===== src/rtl/mux8_rr_arbiter_if.sv =====
// Handshake/bus bundle between the requesters and the 8-way round-robin arbiter.
interface mux8_rr_arbiter_if #(
  parameter int DW = 8
);
  logic [7:0]      req;
  logic [8*DW-1:0] din;
  logic [7:0]      gnt;
  logic [2:0]      sel;
  logic [DW-1:0]   dout;
  logic            dout_valid;
  logic            busy;

  modport master (output req, din, input gnt, sel, dout, dout_valid, busy);
  modport slave  (input req, din, output gnt, sel, dout, dout_valid, busy);
endinterface


===== src/rtl/mux8_rr_arbiter.sv =====
// 8-way round-robin arbiter with burst limit driving a registered 8:1 data mux.
// A grant holds until its requester drops or MAX_BURST beats have been taken;
// on release the pointer moves past the old winner and re-arbitration happens
// in the same cycle, so back-to-back grants have no idle bubble.
module mux8_rr_arbiter #(
  parameter int DW        = 8,
  parameter int MAX_BURST = 4
) (
  input  logic              clk,
  input  logic              rst_n,
  mux8_rr_arbiter_if.slave  bus
);
  typedef enum logic {IDLE = 1'b0, GRANT = 1'b1} state_t;

  // beats already taken in this grant; MAX_BURST<=16 so 0..15 fits in 4 bits
  localparam int CW = 4;

  state_t         state_q, state_d;
  logic [7:0]     gnt_q, gnt_d;
  logic [2:0]     sel_q, sel_d;
  logic [2:0]     ptr_q, ptr_d;
  logic [CW-1:0]  cnt_q, cnt_d;
  logic [DW-1:0]  dout_q, dout_d;
  logic           dv_q, dv_d;

  logic           beat, last_beat, release_gnt;
  logic [2:0]     arb_ptr, win;

  // First requester at or after p (mod 8); scanned downward so the nearest wins.
  function automatic logic [2:0] rr_pick(input logic [7:0] r, input logic [2:0] p);
    logic [2:0] idx;
    rr_pick = p;
    for (int i = 7; i >= 0; i--) begin
      idx = p + 3'(i);
      if (r[idx]) rr_pick = idx;
    end
  endfunction

  // Next-state, arbitration and datapath decode
  always_comb begin
    state_d = state_q;
    gnt_d   = gnt_q;
    sel_d   = sel_q;
    ptr_d   = ptr_q;
    cnt_d   = cnt_q;

    beat        = (state_q == GRANT) && bus.req[sel_q];
    last_beat   = beat && (cnt_q == CW'(MAX_BURST - 1));
    release_gnt = (state_q == GRANT) && (!bus.req[sel_q] || last_beat);
    // A releasing grant hands priority to the next index this same cycle
    arb_ptr     = release_gnt ? sel_q + 3'd1 : ptr_q;
    win         = rr_pick(bus.req, arb_ptr);

    case (state_q)
      IDLE: begin
        if (|bus.req) begin
          state_d = GRANT;
          sel_d   = win;
          gnt_d   = 8'b1 << win;
          cnt_d   = '0;
        end
      end
      GRANT: begin
        if (release_gnt) begin
          ptr_d = arb_ptr;
          cnt_d = '0;
          if (|bus.req) begin
            sel_d = win;
            gnt_d = 8'b1 << win;
          end else begin
            state_d = IDLE;
            gnt_d   = '0;
          end
        end else if (beat) begin
          cnt_d = cnt_q + CW'(1);
        end
      end
      default: state_d = IDLE;
    endcase

    dv_d   = beat;
    dout_d = beat ? bus.din[sel_q*DW +: DW] : dout_q;
  end

  // State and output registers, synchronous active-low reset
  always_ff @(posedge clk) begin
    if (!rst_n) begin
      state_q <= IDLE;
      gnt_q   <= '0;
      sel_q   <= '0;
      ptr_q   <= '0;
      cnt_q   <= '0;
      dout_q  <= '0;
      dv_q    <= 1'b0;
    end else begin
      state_q <= state_d;
      gnt_q   <= gnt_d;
      sel_q   <= sel_d;
      ptr_q   <= ptr_d;
      cnt_q   <= cnt_d;
      dout_q  <= dout_d;
      dv_q    <= dv_d;
    end
  end

  assign bus.gnt        = gnt_q;
  assign bus.sel        = sel_q;
  assign bus.dout       = dout_q;
  assign bus.dout_valid = dv_q;
  assign bus.busy       = (state_q == GRANT);
endmodule


===== src/flat_wrapper.sv =====
// flat-port wrapper written by rule: the top's interface ports become plain ports
module mux8_rr_arbiter_flat 
#(
  parameter int DW        = 8,
  parameter int MAX_BURST = 4
)
  (clk, rst_n, bus_req, bus_din, bus_gnt, bus_sel, bus_dout, bus_dout_valid, bus_busy);
  mux8_rr_arbiter_if #(.DW(DW)) bus_i ();
  input  logic clk;
  input  logic rst_n;
  input wire logic [$bits(bus_i.req)-1:0] bus_req;
  input wire logic [$bits(bus_i.din)-1:0] bus_din;
  output wire logic [$bits(bus_i.gnt)-1:0] bus_gnt;
  output wire logic [$bits(bus_i.sel)-1:0] bus_sel;
  output wire logic [$bits(bus_i.dout)-1:0] bus_dout;
  output wire logic [$bits(bus_i.dout_valid)-1:0] bus_dout_valid;
  output wire logic [$bits(bus_i.busy)-1:0] bus_busy;
  assign bus_i.req = bus_req;
  assign bus_i.din = bus_din;
  assign bus_gnt = bus_i.gnt;
  assign bus_sel = bus_i.sel;
  assign bus_dout = bus_i.dout;
  assign bus_dout_valid = bus_i.dout_valid;
  assign bus_busy = bus_i.busy;
  mux8_rr_arbiter #(.DW(DW), .MAX_BURST(MAX_BURST)) u_core (.clk(clk), .rst_n(rst_n), .bus(bus_i));
endmodule

===== config.mk =====
export PLATFORM = sky130hd
export DESIGN_NAME = mux8_rr_arbiter_flat
export DESIGN_NICKNAME = d
export VERILOG_FILES = /design/src/rtl/mux8_rr_arbiter_if.sv /design/src/rtl/mux8_rr_arbiter.sv /design/src/flat_wrapper.sv
export SDC_FILE = /design/constraint.sdc
export NUM_CORES = 1
export LEC_CHECK = 0
export CAP_MARGIN = 40
export CORE_UTILIZATION = 35
export CTS_CLUSTER_SIZE = 28
export DETAILED_ROUTE_END_ITERATION = 6
export PLACE_DENSITY = 0.63
export REMOVE_ABC_BUFFERS = 1
export SLEW_MARGIN = 15
export SYNTH_ARGS = -nofsm -noshare
export SYNTH_HDL_FRONTEND = slang
export SYNTH_SLANG_ARGS = --single-unit

===== constraint.sdc =====
create_clock -name clk -period 11.8 [get_ports clk]
set_clock_uncertainty 0.2 [all_clocks]
set_input_delay 3.54 -clock clk [delete_from_list [all_inputs] [get_ports clk]]
set_output_delay 3.54 -clock clk [all_outputs]
set_load 0.02 [all_outputs]

==> flow_summary.ini <==
[status]
status = finished clean

[setup_path]
cp.required_ps = 11770
reg2reg_from = u_core.bus.sel[0]$_SDFFE_PN0P_
reg2reg_setup_slack_ps = 6300
worstSetupPathType = input pin to flip-flop
setup.worst_path.start_class = input pin
cp-end-kind = flip-flop
regToRegEndpoint = u_core.bus.gnt[6]$_SDFFE_PN0P_
r2r.worst_path.cells = 15
worst-path-max-fanout = 13
worstPathArrival_ps = 8650

[worst_hold_path]
min_delay_path_depth = 1
hp-start = u_core.bus.gnt[0]$_SDFFE_PN0P_
min_to = u_core.bus.gnt[0]$_SDFFE_PN0P_
hold_class = flip-flop to flip-flop

[detailed_routing]
via_count = 2814
wl_per_cell_um = 17.70
ant_nets = 0
routed_wl_um = 8816
drt_iter0_markers = 142
drc_errors = 0
drt-pass1-iter-count = 4
vias_per_cell = 5.651

[die]
die_height_um = 95.09
ioPinCount = 95
initial_core_util_pct = 36.54
coreArea_um2 = 8299
rows = 33
die_w_um = 95.09
dieArea_um2 = 9042

[synthesis]
seq_area_frac_synth_pct = 18.48
synth-edff-count = 0
syn_area_per_cell_um2 = 9.784
synthFlopType = dfxtp_1
syn_area_um2 = 3033
ys_seq_elements = 28
netlist_instances = 310
synth-async-reset-ratio_pct = 0
ys_types = 68
synth_warnings = 0

[clock_network]
cts_setup_buffers = 0
clock_latency_ps = 280
clk_pin_slew_worst_paths_ps = 90
cts-buffers-inserted = 3
cts_root_buffer = clkbuf_8
holdBufCountCts = 0
clock_path_buffers = 2
cts-resized-gates = 0
h-tree-depth = 1
tritoncts = built
cts.sinks = 28

[global_routing]
grt_pass1_wl_um = 13640
antenna_found_initial = 0
grt_max_degree = 24
grt_overflow = 0
grt_usage_pct = 19.33
first_global_vias = 2630

[final_layout]
fin_nets = 472
antenna-diode-count = 0
final_util_pct = 49.59
mostFrequentLayoutCells = clkdlybuf4s50_1 (94), mux2i_1 (44), nand2_1 (27), dfxtp_1 (27), mux4_2 (22)
fill_cells = 785
final_area_um2 = 4115
synthToLayoutAreaGrowth_pct = 35.68
drive_gt1_share_pct = 16.28
final_common_cell = clkdlybuf4s50_1

[timing]
slew_headroom_pct = 45.32
min_period_ps = 8678
hold_viol = 0
setup_tns_ps = 0
drv_slew = 0
fmax_mhz = 115.2
rsz0062_at_grt = no
worstMarginPinSlew_ps = 817.6
setup-violations-final = 0
fin_crit_sh_pct = 73.54

[pwr]
vdd_drop_max_uv = 98.06
p_per_area_nw_per_um2 = 206.6
total_power_mw = 0.8503
p_leak_nw = 1.566

[placement]
globalplace.congestion = 0.9326
post-dp-hpwl_um = 7053
io_buffers = 94
dpl_cell_area_um2 = 4029

[flow_run]
drv_cap = 0
[flip-flops by register name (all words and copies together), names as in the netlist]
register,cells
u_core.bus.sel,3
u_core.bus.busy,1
u_core.cnt_q,4
u_core.bus.gnt,8
u_core.bus.dout_valid,1
u_core.ptr_q,3
u_core.bus.dout,8
[Yosys cell counts (3+ instances only)]
library cell | number | area [µm²]
nor3_1 | 3 | 15.01
o21a_1 | 3 | 22.52
o211a_1 | 10 | 100.1
a22oi_1 | 3 | 22.52
o22ai_1 | 4 | 25.02
mux4_2 | 22 | 495.5
buf_6 | 3 | 33.78
nand3_1 | 6 | 30.03
mux2_4 | 3 | 45.04
nor2_1 | 14 | 52.55
mux2_2 | 11 | 123.9
nand2_1 | 27 | 101.4
xnor2_1 | 3 | 26.28
clkbuf_1 | 9 | 33.78
and2_1 | 8 | 50.05
dfxtp_1 | 28 | 560.5
ha_1 | 4 | 50.05
a21oi_1 | 6 | 30.03
a22o_1 | 10 | 87.58
buf_2 | 5 | 25.02
o21ai_1 | 4 | 20.02
o21ai_0 | 13 | 65.06
nor2b_1 | 5 | 31.28
inv_1 | 7 | 26.28
mux2i_1 | 44 | 440.4
[critical path, stage by stage]
cell,delay (ps)
clkdlybuf4s50_1,530
mux2_1,350
mux4_2,610
a21o_4,340
o21ai_0,530
inv_1,140
ha_1,570
mux4_2,550
mux2i_1,210
a22o_1,220
o22a_1,160
a221oi_2,70
o31ai_1,290
a22oi_2,170
nor2b_1,170
a22o_1,190
[worst max path at each step]
stage | start | to | slack, ps | cells past startpoint
2_1_floorplan | bus_req[7] | u_core.bus.gnt[7]$_SDFFE_PN0P_ | 3890 | 15
3_3_place_gp | bus_req[7] | u_core.bus.gnt[7]$_SDFFE_PN0P_ | 3060 | 16
3_5_place_dp | bus_req[7] | u_core.bus.gnt[6]$_SDFFE_PN0P_ | 2880 | 16
4_1_cts | bus_req[7] | u_core.bus.gnt[6]$_SDFFE_PN0P_ | 3160 | 16
5_1_grt | bus_req[7] | u_core.bus.gnt[6]$_SDFFE_PN0P_ | 2890 | 16
6_report | bus_req[7] | u_core.bus.gnt[6]$_SDFFE_PN0P_ | 3120 | 16
[layer usage]
layer / routed length [µm] / global-route usage (%)
met3: 422 / 2.392
met4: 138 / 5.429
met1: 3981 / 27.25
met5: 0 / 0
met2: 4274 / 30.83
[stage by stage]
stage                     std cells  hold WS, ps  worst slack (ps)
after floorplan                 290        307.1              3893
after global placement          493        270.0              3064
after detailed placement        493        266.2              2876
after CTS                       497        289.4              3164
after global routing            498        321.8              2890
final                           498        288.1              3122
[cell type report]
| type | instances | area, µm² | area share (%) |
|---|---|---|---|
| Tap cell | 105 | 131.4 | 3.192 |
| Sequential cell | 28 | 561.8 | 13.65 |
| Clock inverter | 1 | 30.03 | 0.7297 |
| Timing Repair Buffer | 99 | 985.9 | 23.96 |
| Inverter | 9 | 33.78 | 0.8209 |
| Clock buffer | 3 | 41.29 | 1.003 |
| Multi-Input combinational cell | 253 | 2331 | 56.64 |
[cells by family (layout without fill, tap and decap cells)]
group           count (synthesis)  in the layout  share of synthesized area, %
mux                            86             86                         39.56
flops                          28             28                         18.48
xor+xnor                        5              5                         1.444
simple gates                   77             77                         12.67
buf+inv                        29            112                         4.662
fa+ha+maj                       4              4                         1.650
compound gates                 81             81                         21.54
[power breakdown]
part           internal (mW)  switching (mW)  total (mW)  leakage, nW
Clock                 0.0454          0.0305      0.0759       0.0357
Combinational          0.303           0.335       0.638         1.30
Sequential             0.114          0.0221       0.136        0.229
Total                  0.463           0.388       0.850         1.57
Power figures use the tool's default switching activity.
